## config.mk

```make
export PLATFORM = sky130hd
export DESIGN_NAME = traffic_monitor
export DESIGN_NICKNAME = d
export VERILOG_FILES = /design/src/rtl/traffic_monitor.sv
export SDC_FILE = /design/constraint.sdc
export NUM_CORES = 1
export LEC_CHECK = 0
export ABC_CLOCK_PERIOD_IN_PS = 5900
export CAP_MARGIN = 10
export CORE_ASPECT_RATIO = 1.75
export CORE_UTILIZATION = 45
export CTS_CLUSTER_SIZE = 8
export DETAILED_ROUTE_END_ITERATION = 10
export PLACE_DENSITY = 0.7
export SLEW_MARGIN = 15
export SYNTH_ARGS = -nofsm -noshare
export SYNTH_HDL_FRONTEND = slang
export SYNTH_SLANG_ARGS = --single-unit
```

## constraint.sdc

```tcl
create_clock -name clk -period 5.9 [get_ports clk]
set_input_delay 1.18 -clock clk [delete_from_list [all_inputs] [get_ports clk]]
set_output_delay 1.18 -clock clk [all_outputs]
set_load 0.005 [all_outputs]
```

## src/rtl/traffic_monitor.sv

```systemverilog
// Receive-side checker for the red/amber/green lamp bus: tracks the
// R -> R+A -> G -> A -> R sequence, latches the first fault and counts cycles.
module traffic_monitor #(
  parameter int MIN_DWELL = 1,
  parameter int MAX_DWELL = 4,
  parameter int CNT_W     = 8
) (
  input  logic             clk,
  input  logic             rst,
  input  logic             red,
  input  logic             amber,
  input  logic             green,
  input  logic             err_clr,
  output logic [1:0]       phase,
  output logic             locked,
  output logic             err,
  output logic [1:0]       err_code,
  output logic [CNT_W-1:0] seq_count,
  output logic [1:0]       dbg_state
);

  localparam int DW = $clog2(MAX_DWELL + 2);
  localparam logic [DW-1:0] MIN_D = DW'(MIN_DWELL);
  localparam logic [DW-1:0] MAX_D = DW'(MAX_DWELL);

  localparam logic [1:0] CODE_ILLEGAL = 2'd0;
  localparam logic [1:0] CODE_BADTRAN = 2'd1;
  localparam logic [1:0] CODE_STALL   = 2'd2;
  localparam logic [1:0] CODE_SHORT   = 2'd3;

  typedef enum logic [1:0] {
    SYNC  = 2'd0,
    TRACK = 2'd1,
    FAULT = 2'd2
  } state_t;

  state_t           state_q, state_d;
  logic [1:0]       phase_q, phase_d;
  logic [DW-1:0]    dwell_q, dwell_d;
  logic [1:0]       code_q, code_d;
  logic [CNT_W-1:0] seq_q, seq_d;

  logic [2:0]    p;
  logic          p_legal;
  logic [1:0]    p_code;
  logic [1:0]    succ;
  logic [DW-1:0] dwell_inc;

  assign p         = {red, amber, green};
  assign succ      = phase_q + 2'd1;
  assign dwell_inc = dwell_q + DW'(1);

  always_comb begin
    p_legal = 1'b1;
    p_code  = 2'd0;
    case (p)
      3'b100:  p_code = 2'd0;
      3'b110:  p_code = 2'd1;
      3'b001:  p_code = 2'd2;
      3'b010:  p_code = 2'd3;
      default: p_legal = 1'b0;
    endcase
  end

  // err_code is only written on the TRACK->FAULT edge, so it keeps the first fault.
  always_comb begin
    state_d = state_q;
    phase_d = phase_q;
    dwell_d = dwell_q;
    code_d  = code_q;
    seq_d   = seq_q;
    case (state_q)
      SYNC: begin
        if (p_legal) begin
          state_d = TRACK;
          phase_d = p_code;
          dwell_d = DW'(1);
        end
      end
      TRACK: begin
        if (!p_legal) begin
          state_d = FAULT;
          code_d  = CODE_ILLEGAL;
        end else if (p_code == phase_q) begin
          dwell_d = dwell_inc;
          if (dwell_inc > MAX_D) begin
            state_d = FAULT;
            code_d  = CODE_STALL;
          end
        end else if (p_code == succ) begin
          if (dwell_q < MIN_D) begin
            state_d = FAULT;
            code_d  = CODE_SHORT;
          end else begin
            phase_d = succ;
            dwell_d = DW'(1);
            if (succ == 2'd0) seq_d = seq_q + CNT_W'(1);
          end
        end else begin
          state_d = FAULT;
          code_d  = CODE_BADTRAN;
        end
      end
      FAULT: begin
        // The lamp sample on the clearing edge is deliberately ignored.
        if (err_clr) begin
          state_d = SYNC;
          code_d  = 2'd0;
          dwell_d = '0;
        end
      end
      default: state_d = SYNC;
    endcase
  end

  always_ff @(posedge clk or posedge rst) begin
    if (rst) begin
      state_q <= SYNC;
      phase_q <= 2'd0;
      dwell_q <= '0;
      code_q  <= 2'd0;
      seq_q   <= '0;
    end else begin
      state_q <= state_d;
      phase_q <= phase_d;
      dwell_q <= dwell_d;
      code_q  <= code_d;
      seq_q   <= seq_d;
    end
  end

  assign phase     = phase_q;
  assign locked    = (state_q == TRACK);
  assign err       = (state_q == FAULT);
  assign err_code  = code_q;
  assign seq_count = seq_q;
  assign dbg_state = state_q;

endmodule

```

==> run summary <==
routed len/inst = 15.2 µm
Rel. slew slack = 57.9%
die area = 2920 µm²
Layout Nets = 150
vias in the first global route = 920
CP max-delay cell = clkdlybuf4s50_1
number of flops mapped to enable cells by yosys = 0
Leak = 0.628 nW
startpoint types = primary input
# clock sinks = 17
pin slew with the least headroom to its limit = 0.631 ns
total setup buffers inserted after CTS = 0
endpoints failing setup = 0
Synth warnings = 0
Die W = 41.3 µm
Synth cell types = 46
delay of the slowest critical-path stage = 0.66 ns
Max Fclk = 309 MHz
DIE HEIGHT = 70.7 µm
TritonCTS Buffers = 3
CP Max Fanout = 8
Final Cycle Share = 54.9%
H-tree Lvls = 1
Critical Path AT = 3.41 ns
post-DP HPWL = 1870 µm
Fillers = 228
FF+latch count, synth = 17
CP Buf/Inv Count = 2
Skew-Pair Late Insertion Delay = 0.25 ns
CTS Hold Bufs = 0
Final Skew = 0.00531 ns
core area = 2520 µm²
root buffer cell = clkbuf_8
PwrDens = 431 nW/µm²
Crit path required time = 6.07 ns
Placed Instances = 156
final hold vios = 0
Mean Syn Cell Area = 10.8 µm²
crit-path cells = clkdlybuf4s50_1, inv_1, o41ai_2, a31oi_4, or2_1, a31oi_2, mux2i_1
netlist area before placement = 1210 µm²
1st-iter DRT viols = 15
ys flop type = dfrtp_1
initial core utilization = 48.2%
Async S/R FF share, synth = 100%
register area = 425 µm²
Area Overhead vs Synth = 20.9%
status = completed
area of the multi-input gates = 728 µm²
port bufs = 21
Post-DRT Antenna Nets = 0
Setup Total Neg Slack = 0 ns
Antenna diodes = 0
crit path time final = 3.24 ns
Clock Pin Slew Worst Setup and Hold Paths = 0.07 ns
largest net degree at the start of global routing = 18
routability cong. = 0.720
Boundary Pins = 22
RSZ-0062 raised after global routing = no
num rows = 24
Syn Nets = 128
drt pass-1 iters = 4
non-filler cells, final = 160
CP Class = primary input to flip-flop
WL final = 2440 µm
Via Count = 907
TritonCTS clock tree = done
total grt overflow = 0
Setup crit end kind = flip-flop
crit-path leading delay family = compound AO/OA/AOI/OAI gates
layout cells sized above 1 = 14.2%
worst hold-check path type = flip-flop to flip-flop
worst vdd ir = 322 µV
first-pass GRT wire length = 4060 µm
Max-Cap Viols = 0
Clock Tree Buf Depth = 2
post-DR vias/cell = 5.67
Max Slew Vio Count = 0
DRC Markers = 0
cells after synthesis = 113
initial antenna violation count = 0
register area share after synthesis = 35.0%
GRT Util Overall = 19.2%
CTS resizes = 0
-- layout by cell type, fill, tap and decap left out, types with 2 or more instances in the layout --
cell / instances
and3_1: 3
nand4_1: 3
mux2i_1: 4
nor2_1: 7
o21ai_0: 2
o32ai_1: 2
nand2_1: 8
dfrtp_1: 17
mux2_2: 2
inv_1: 7
clkbuf_8: 3
clkdlybuf4s50_1: 21
xnor2_1: 13
nand2b_1: 2
ha_1: 9
-- cell type report --
cell class | instances | area share (%)
sequential | 17 | 29.0
inverter | 7 | 1.79
clock inverter | 1 | 0.341
multi-input combinational | 85 | 49.6
tap | 26 | 2.21
timing repair buffer | 21 | 14.3
clock buffer | 3 | 2.81
-- cell usage after synthesis, types with 2 or more instances --
library cell | instances | area share, %
ha_1 | 9 | 9.3
xnor2_1 | 13 | 9.4
dfrtp_1 | 17 | 35
mux2i_1 | 4 | 3.3
nand2_1 | 8 | 2.5
nor2_1 | 7 | 2.2
buf_6 | 2 | 1.9
o32ai_1 | 2 | 1.4
inv_1 | 7 | 2.2
and3_1 | 3 | 1.5
nand4_1 | 3 | 1.5
mux2_2 | 2 | 1.9
o21ai_0 | 2 | 0.82
nand2b_1 | 2 | 1.0
-- final timing paths --
check	startpoint	cells past startpoint	to	slack, ns
min reg2reg	seq_count[7]	1	seq_count[7]	0.48
min in group asynchronous	rst	2	seq_count[1]	1.31
max reg2reg	phase[0]	7	dwell_q[1]	3.43
max in group asynchronous	rst	2	seq_count[0]	4.18
min	seq_count[7]	1	seq_count[7]	0.48
max	amber	7	dwell_q[1]	2.66
-- metal layers --
layer,track usage [%],routed length (µm)
met1,24.5,1080
met2,32.5,1230
met3,2.82,101
met5,0,0
met4,4.30,19
-- metrics by stage --
| stage | hold WS, ns | area, µm² | setup slack (ns) | power [W] | util [%] |
|---|---|---|---|---|---|
| after floorplan | 0.468 | 1210 | 3.15 | 0.000432 | - |
| after global placement | 0.459 | 1420 | 2.45 | 0.000536 | 56.4 |
| after detailed placement | 0.468 | 1420 | 2.42 | 0.000546 | 56.4 |
| after CTS | 0.480 | 1470 | 2.66 | 0.000636 | 58.2 |
| after global routing | 0.512 | 1470 | 2.54 | 0.000679 | 58.2 |
| final | 0.481 | 1470 | 2.66 | 0.000633 | 58.2 |
-- sequential cells by signal, indices dropped and copies added (netlist names) --
signal,count
dbg_state,2
dwell_q,3
err_code,2
phase,2
seq_count,8
-- where the power goes --
| part | switching (W) | internal (W) | total, W |
|---|---|---|---|
| Combinational | 0.000177 | 0.000183 | 0.000360 |
| Sequential | 0.0000407 | 0.000145 | 0.000186 |
| Clock | 0.0000409 | 0.0000468 | 0.0000877 |
-- cells by family (layout without fill, tap and decap cells) --
family                     after synthesis  in the layout  share of synthesized area, %
buffers and inverters                   11             32                          5.05
xor gates and xnor gates                15             15                          11.4
DFF                                     17             17                          35.0
adders and majority gates                9              9                          9.27
AOI/OAI and AO/OA                       19             19                          15.1
and+or+nand+nor                         35             35                          18.0
muxes                                    7              7                          6.08
Note: power is estimated with default switching activity, not from simulation.
